**src/rtl/qbus_pkg.sv**
```systemverilog
// rtl/qbus_pkg.sv - shared state codes and address map for the QBUS slave sequencer
package qbus_pkg;

    typedef logic [3:0] state_t;

    localparam state_t S_IDLE     = 4'd0;
    localparam state_t S_ADDR     = 4'd1;
    localparam state_t S_RD_WAIT  = 4'd2;
    localparam state_t S_RD_DATA  = 4'd3;
    localparam state_t S_RD_RPLY  = 4'd4;
    localparam state_t S_WR_WAIT  = 4'd5;
    localparam state_t S_WR_RPLY  = 4'd6;
    localparam state_t S_VEC_DATA = 4'd7;
    localparam state_t S_VEC_RPLY = 4'd8;

    localparam logic [15:0] A_RAM_TOP  = 16'o100000;
    localparam logic [15:0] A_TTY_BASE = 16'o177560;
    localparam logic [15:0] A_TTY_TOP  = 16'o177567;
    localparam logic [15:0] A_HCR      = 16'o177710;
    localparam logic [15:0] A_OUTHEX   = 16'o177714;
    localparam logic [15:0] A_SYS      = 16'o177716;
    localparam logic [15:0] A_REG_TOP  = 16'o177717;

    localparam logic [15:0] VEC_0 = 16'o000060;
    localparam logic [15:0] VEC_1 = 16'o000064;

    function automatic logic in_window(input logic [15:0] addr, input logic [15:0] lo,
                                       input logic [15:0] hi);
        return (addr >= lo) && (addr <= hi);
    endfunction

endpackage

```
**src/rtl/qbus_irq_arb.sv**
```systemverilog
// rtl/qbus_irq_arb.sv - fixed-priority interrupt encoder with vector mux (lowest index wins)
module qbus_irq_arb
    import qbus_pkg::*;
#(
    parameter int                 NIRQ = 2,
    parameter logic [16*NIRQ-1:0] VEC  = {VEC_1, VEC_0}
) (
    input  logic [NIRQ-1:0] irq_req,
    output logic [NIRQ-1:0] winner,
    output logic [15:0]     vector,
    output logic            any
);

    // Scan from the top down so the lowest set index overwrites last.
    always_comb begin
        winner = '0;
        vector = '0;
        for (int i = NIRQ - 1; i >= 0; i--) begin
            if (irq_req[i]) begin
                winner    = '0;
                winner[i] = 1'b1;
                vector    = VEC[16*i +: 16];
            end
        end
        any = |irq_req;
    end

endmodule

```
**src/rtl/qbus_slave_ctl.sv**
```systemverilog
// rtl/qbus_slave_ctl.sv - clocked QBUS slave: address decode, backend strobes, RPLY and IAKO vectors
module qbus_slave_ctl
    import qbus_pkg::*;
#(
    parameter logic [15:0]        RAM_TOP  = A_RAM_TOP,
    parameter logic [15:0]        REG_BASE = A_TTY_BASE,
    parameter logic [15:0]        REG_TOP  = A_REG_TOP,
    parameter int                 WAIT     = 0,
    parameter int                 NIRQ     = 2,
    parameter logic [16*NIRQ-1:0] VEC      = {VEC_1, VEC_0}
) (
    input  logic            clk,
    input  logic            dclo_n,
    input  logic [15:0]     ad_in_n,
    output logic [15:0]     ad_out_n,
    output logic            ad_oe,
    input  logic            sync_n,
    input  logic            din_n,
    input  logic            dout_n,
    input  logic            wtbt_n,
    input  logic            iako_n,
    output logic            rply_n,
    output logic            virq_n,
    output logic [15:0]     bus_addr,
    output logic [15:0]     bus_wdata,
    output logic            bus_byte,
    output logic            bus_ram,
    output logic            bus_rd,
    output logic            bus_wr,
    input  logic [15:0]     bus_rdata,
    input  logic            bus_ack,
    input  logic [NIRQ-1:0] irq_req,
    output logic [NIRQ-1:0] irq_ack
);

    state_t          state;
    logic            sync_q, din_q, dout_q;
    logic            sel, acked;
    logic [3:0]      cnt;
    logic [15:0]     rdata_q;
    logic [NIRQ-1:0] win_q;

    logic [NIRQ-1:0] arb_win;
    logic [15:0]     arb_vec;
    logic            arb_any;

    logic        sync_fall, din_fall, dout_fall;
    logic        ack_seen, ready, in_vec, abort;
    logic [15:0] addr_in;
    logic        addr_ram, addr_reg;

    qbus_irq_arb #(.NIRQ(NIRQ), .VEC(VEC)) u_arb (
        .irq_req (irq_req),
        .winner  (arb_win),
        .vector  (arb_vec),
        .any     (arb_any)
    );

    assign sync_fall = sync_q & ~sync_n;
    assign din_fall  = din_q & ~din_n;
    assign dout_fall = dout_q & ~dout_n;
    assign addr_in   = ~ad_in_n;
    assign addr_ram  = addr_in < RAM_TOP;
    assign addr_reg  = in_window(addr_in, REG_BASE, REG_TOP);

    // The ack may arrive together with the strobe, so the live input counts as seen.
    assign ack_seen  = acked | bus_ack;
    assign ready     = ack_seen && (cnt == 4'd0);
    assign in_vec    = (state == S_VEC_DATA) || (state == S_VEC_RPLY);
    assign abort     = sync_n && (state != S_IDLE) && !in_vec;

    always_ff @(posedge clk or negedge dclo_n) begin
        if (!dclo_n) begin
            state     <= S_IDLE;
            sync_q    <= 1'b1;
            din_q     <= 1'b1;
            dout_q    <= 1'b1;
            sel       <= 1'b0;
            acked     <= 1'b0;
            cnt       <= 4'd0;
            rdata_q   <= 16'h0000;
            win_q     <= '0;
            rply_n    <= 1'b1;
            ad_oe     <= 1'b0;
            ad_out_n  <= 16'hFFFF;
            virq_n    <= 1'b1;
            bus_addr  <= 16'h0000;
            bus_wdata <= 16'h0000;
            bus_byte  <= 1'b0;
            bus_ram   <= 1'b0;
            bus_rd    <= 1'b0;
            bus_wr    <= 1'b0;
            irq_ack   <= '0;
        end else begin
            sync_q  <= sync_n;
            din_q   <= din_n;
            dout_q  <= dout_n;
            bus_rd  <= 1'b0;
            bus_wr  <= 1'b0;
            irq_ack <= '0;
            // Held released while a vector is on the bus so one request cannot fire twice.
            virq_n  <= in_vec ? 1'b1 : ~arb_any;

            if (abort) begin
                rply_n   <= 1'b1;
                ad_oe    <= 1'b0;
                ad_out_n <= 16'hFFFF;
                state    <= S_IDLE;
            end else begin
                case (state)
                    S_IDLE: begin
                        if (sync_fall) begin
                            bus_addr <= addr_in;
                            sel      <= addr_ram | addr_reg;
                            bus_ram  <= addr_ram;
                            state    <= S_ADDR;
                        end else if (!iako_n && !din_n && arb_any) begin
                            win_q    <= arb_win;
                            ad_out_n <= ~arb_vec;
                            ad_oe    <= 1'b1;
                            state    <= S_VEC_DATA;
                        end
                    end
                    S_ADDR: begin
                        // An unselected address never replies; the CPU times out.
                        if (sel) begin
                            if (din_fall) begin
                                bus_rd <= 1'b1;
                                acked  <= 1'b0;
                                cnt    <= 4'(WAIT);
                                state  <= S_RD_WAIT;
                            end else if (dout_fall) begin
                                bus_wdata <= addr_in;
                                bus_byte  <= ~wtbt_n;
                                bus_wr    <= 1'b1;
                                acked     <= 1'b0;
                                cnt       <= 4'(WAIT);
                                state     <= S_WR_WAIT;
                            end
                        end
                    end
                    S_RD_WAIT: begin
                        if (bus_ack && !acked) begin
                            acked   <= 1'b1;
                            rdata_q <= bus_rdata;
                        end
                        if (ready) begin
                            ad_out_n <= ~(acked ? rdata_q : bus_rdata);
                            ad_oe    <= 1'b1;
                            state    <= S_RD_DATA;
                        end else if (ack_seen) begin
                            cnt <= cnt - 4'd1;
                        end
                    end
                    S_RD_DATA: begin
                        rply_n <= 1'b0;
                        state  <= S_RD_RPLY;
                    end
                    S_RD_RPLY: begin
                        if (din_n) begin
                            rply_n   <= 1'b1;
                            ad_oe    <= 1'b0;
                            ad_out_n <= 16'hFFFF;
                            state    <= S_ADDR;
                        end
                    end
                    S_WR_WAIT: begin
                        if (bus_ack) acked <= 1'b1;
                        if (ready) begin
                            rply_n <= 1'b0;
                            state  <= S_WR_RPLY;
                        end else if (ack_seen) begin
                            cnt <= cnt - 4'd1;
                        end
                    end
                    S_WR_RPLY: begin
                        if (dout_n) begin
                            rply_n <= 1'b1;
                            state  <= S_ADDR;
                        end
                    end
                    S_VEC_DATA: begin
                        rply_n  <= 1'b0;
                        irq_ack <= win_q;
                        state   <= S_VEC_RPLY;
                    end
                    S_VEC_RPLY: begin
                        if (din_n) begin
                            rply_n   <= 1'b1;
                            ad_oe    <= 1'b0;
                            ad_out_n <= 16'hFFFF;
                            state    <= S_IDLE;
                        end
                    end
                    default: state <= S_IDLE;
                endcase
            end
        end
    end

endmodule

```
**config.mk**
```make
export PLATFORM = sky130hd
export DESIGN_NAME = qbus_slave_ctl
export DESIGN_NICKNAME = d
export VERILOG_FILES = /design/src/rtl/qbus_pkg.sv /design/src/rtl/qbus_irq_arb.sv /design/src/rtl/qbus_slave_ctl.sv
export SDC_FILE = /design/constraint.sdc
export NUM_CORES = 1
export LEC_CHECK = 0
export ABC_AREA = 0
export ABC_CLOCK_PERIOD_IN_PS = 2060
export BUFFER_PORTS_ARGS = -buffer_cell sky130_fd_sc_hd__clkbuf_2
export CAP_MARGIN = 25
export CELL_PAD_IN_SITES_DETAIL_PLACEMENT = 1
export CELL_PAD_IN_SITES_GLOBAL_PLACEMENT = 1
export CORE_AREA = 2 2 124 126
export CTS_CLUSTER_DIAMETER = 50
export DETAILED_ROUTE_END_ITERATION = 8
export DIE_AREA = 0 0 126 128
export PLACE_DENSITY_LB_ADDON = 0.1
export SKIP_CTS_REPAIR_TIMING = 1
export SLEW_MARGIN = 20
export SYNTH_ARGS = -nofsm -noshare
export SYNTH_HDL_FRONTEND = slang
export SYNTH_HIERARCHICAL = 1
export SYNTH_SLANG_ARGS = --single-unit
```
**constraint.sdc**
```tcl
create_clock -name clk -period 2.06 [get_ports clk]
set_input_delay 0.206 -clock clk [delete_from_list [all_inputs] [get_ports clk]]
set_output_delay 0.206 -clock clk [all_outputs]
set_load 0.005 [all_outputs]
```
==> flow_summary.yaml <==
worst_setup_path:
  worst_ep_required_time_ns: 2.34
  worstReg2RegStart: "state[3]"
  timing.setup.critical_path_class: "reg2reg"
  rrSetupSlack_ns: -0.04
  r2r_end: "ad_out_n[8]"
  worst_setup_path_end_kind: "register"
  cp_max_fo: 8
  timing.critical_path.from_type: "register"
  worstPathArrival_ns: 2.38
  r2r_cells: 8
route:
  via_count_of_the_routed_design: 3442
  routed_wirelength_um: 11900
  route.detailed.drc: 0
  post_dr_wirelength_cell_um: 16.2
  drtPass1Iterations: 4
  drt_first_iter_violations: 97
  final_antenna_net_count: 0
  vias_per_cell: 4.70
yosys:
  synth_top_cell_area_share_pct: 38.8
  synth_top_family_by_area: "compound AO/OA/AOI/OAI gates"
  synth_top_cells_by_count: "67 x sky130_fd_sc_hd__dfrtp_1, 38 x sky130_fd_sc_hd__nand2_1, 37 x sky130_fd_sc_hd__mux2i_1, 28 x sky130_fd_sc_hd__a21oi_1, 28 x sky130_fd_sc_hd__nor2_1"
  post_synth.cell_area_avg_um2: 10.6
  synth_edf_count: 0
  yosysWarnings: 6
  synth.most_common_cell: "sky130_fd_sc_hd__dfrtp_1"
  leading_cell_types_by_total_area_after_synthesis: "sky130_fd_sc_hd__dfrtp_1 39%, sky130_fd_sc_hd__dfstp_2 13%, sky130_fd_sc_hd__mux2i_1 8.6%"
  mux_share_of_post_synthesis_cell_area_pct: 13.5
  synth_compound_area_share_pct: 14.1
  synth_sequential_area_ratio_pct: 51.6
  asyncSetResetFlopFracSynth_pct: 100
  yosys.area_share.simple_pct: 12.6
  post_synth_num_cell_types: 55
  synth_fa_ha_area_share_pct: 0.290
  yosys.area.top_type: "sky130_fd_sc_hd__dfrtp_1"
  synth_cells: 407
  syn-cell-area_um2: 4320
  synth_seq_cells: 88
  ys_dominant_reg_cell: "sky130_fd_sc_hd__dfrtp_1"
  xor_xnor_share_of_the_synthesized_area_pct: 0
clock_network:
  cts_root_buf: "sky130_fd_sc_hd__clkbuf_16"
  cts-buffers-inserted: 9
  cts_sinks: 88
  max-clock-path-buffers: 2
  cts_tree: "built"
  worstSkewPairLatency_ns: 0.35
  clk_pin_slew_worst_setup_hold_paths_ns: 0.07
  htreeDepth: 3
floorplan:
  fp.dieArea_um2: 16100
  boundaryPins: 99
  die_w_um: 126
  initial_core_util_pct: 29.1
  chipHeight_um: 128
  placementRows: 45
  coreArea_um2: 14900
pwr:
  p_clk_share_pct: 18.9
  p_int_uw: 5350
  power.share.combinational_pct: 45.5
  powerDensity_nw_per_um2: 1450
  leakagePower_uw: 0.00269
  ir_worst_vdd_uv: 425
  netSwitchingPower_uw: 3020
  p_seq_share_pct: 35.6
  sw_ratio_pct: 36.1
min_path:
  hold_path_end: "bus_byte"
  hold_path_startpoint: "wtbt_n"
  worstHoldPathType: "in2reg"
  hold_path_depth: 2
placement:
  post_detailed_placement_cell_area_um2: 5230
  gpl.final_weighted_congestion: 0.840
  dpl_worst_slack_ns: -0.266
  port-buffer-count: 98
  place.detailed.hpwl_um: 8570
  dp.cells: 705
grt:
  number_of_antenna_violations_at_the_first_check_in_global_routing: 0
  via_count_of_the_first_global_routing_pass: 3649
  remaining_global_route_overflow: 0
  grt_use_total_pct: 15.3
  grt_start_max_net_pins: 36
  grt_pass1_wl_um: 19200
sta:
  drv_slew: 0
  achievable-frequency_mhz: 477
  finalCritPeriodShare_pct: 102
  clock-skew-final_ns: 0.00703
  finalHoldViolations: 0
  grt_setup_unrepaired: "yes"
  finalSetupViolations: 14
  postLayoutSetupSlackWorst_ns: -0.0374
  final.min_clock_period_ns: 2.10
status:
  violations: "setup timing"
  run_status: "finished, violations left"
final_layout:
  finish.instance_area_um2: 5760
  seq_area_um2: 2230
  antenna_cells: 0
  fin_util_pct: 38.7
  layout-drive-gt1-share_pct: 42.2
  multiInputGateArea_um2: 1920
  finish.cell_count_without_fillers: 733
  layout-area-overhead-vs-synth_pct: 33.2
  layout.filler_cells: 1696
  finish.net_count: 583
job:
  timing.max_cap.violations: 0
-- power by group through the flow --
stage | sequential [uW] | combinational (uW) | clock, uW
floorplan | 2950 | 2030 | 0
global placement | 2970 | 3310 | 0
detailed placement | 3000 | 3380 | 0
CTS | 2970 | 3390 | 1660
global route | 3090 | 4250 | 1720
finish | 2980 | 3810 | 1590
-- per-stage QoR --
stage	total power [uW]	hold slack [ns]	TNS (ns)
after floorplan	4970	-0.0896	0
after global placement	6280	0.0910	-2.79
after detailed placement	6370	0.0843	-4.05
after CTS	8020	-0.293	-4.82
after global routing	9060	0.0398	-1.72
final	8370	0.0270	-0.236
-- kinds of logic after synthesis --
| group | count (synthesis) |
|---|---|
| compound gates | 90 |
| fa+ha+maj | 1 |
| buf+inv | 65 |
| flops | 88 |
| mux | 56 |
| other cells | 1 |
| simple gates | 106 |
-- critical path, cell delays in order (launching register included) --
cell and delay (ns):
sky130_fd_sc_hd__dfrtp_1 0.37, sky130_fd_sc_hd__buf_6 0.14, sky130_fd_sc_hd__buf_6 0.11, sky130_fd_sc_hd__or4_4 0.58, sky130_fd_sc_hd__nor2_4 0.18, sky130_fd_sc_hd__a221oi_4 0.06
sky130_fd_sc_hd__nor3b_4 0.21, sky130_fd_sc_hd__clkbuf_16 0.19, sky130_fd_sc_hd__o22a_1 0.20
-- registers in the layout (all words and copies together), names as in the netlist, 2 cells and up --
name,count
bus_addr,16
state,4
bus_wdata,16
ad_out_n,16
rdata_q,16
win_q,2
irq_ack,2
cnt,4
-- area by class of cell --
type	count	area share (%)
flip-flops and latches	88	38.7
multi-input cells	266	33.4
repair buffers	150	17.2
well taps	188	4.09
clock buffers	9	3.91
inverters	25	1.63
clock inverters	7	0.957
-- layer usage --
layer | wire, um | vias to the layer above | track usage (%)
met3 | 737 | 14 | 4.67
met5 | 0 | - | 0
met4 | 196 | 0 | 5.82
li1 | - | 1652 | -
met2 | 5480 | 81 | 23.9
met1 | 5460 | 1695 | 19.9
-- placed cells by master, fill, tap and decap left out, types with 3 or more instances in the layout --
| cell | Yosys | layout |
|---|---|---|
| sky130_fd_sc_hd__mux2_2 | 19 | 19 |
| sky130_fd_sc_hd__buf_12 | 0 | 6 |
| sky130_fd_sc_hd__nor2_1 | 28 | 27 |
| sky130_fd_sc_hd__nand3_1 | 4 | 4 |
| sky130_fd_sc_hd__inv_1 | 25 | 23 |
| sky130_fd_sc_hd__dfrtp_1 | 67 | 66 |
| sky130_fd_sc_hd__clkbuf_2 | 0 | 97 |
| sky130_fd_sc_hd__o21ai_0 | 23 | 21 |
| sky130_fd_sc_hd__mux2i_1 | 37 | 37 |
| sky130_fd_sc_hd__nand2_1 | 38 | 38 |
| sky130_fd_sc_hd__dfstp_2 | 21 | 21 |
| sky130_fd_sc_hd__clkbuf_16 | 0 | 10 |
| sky130_fd_sc_hd__conb_1 | 1 | 13 |
| sky130_fd_sc_hd__or4b_4 | 1 | 3 |
| sky130_fd_sc_hd__a21oi_1 | 28 | 28 |
| sky130_fd_sc_hd__o22a_1 | 18 | 18 |
| sky130_fd_sc_hd__buf_4 | 21 | 41 |
| sky130_fd_sc_hd__nand2b_1 | 5 | 5 |
| sky130_fd_sc_hd__buf_6 | 1 | 3 |
| sky130_fd_sc_hd__nor2b_1 | 3 | 3 |
| sky130_fd_sc_hd__nor3_1 | 7 | 6 |
-- worst max-delay path by stage --
stage / cells after the start / slack [ns] / start / to
2_1_floorplan: 6 / 0.005 / state[2] / cnt[1]
3_3_place_gp: 7 / -0.19 / cnt[1] / ad_out_n[13]
3_5_place_dp: 7 / -0.27 / irq_req[0] / ad_out_n[13]
4_1_cts: 7 / -0.32 / cnt[1] / ad_out_n[13]
5_1_grt: 8 / -0.13 / cnt[1] / ad_out_n[5]
6_report: 8 / -0.04 / state[3] / ad_out_n[8]
(Power assumes the default switching activity.)
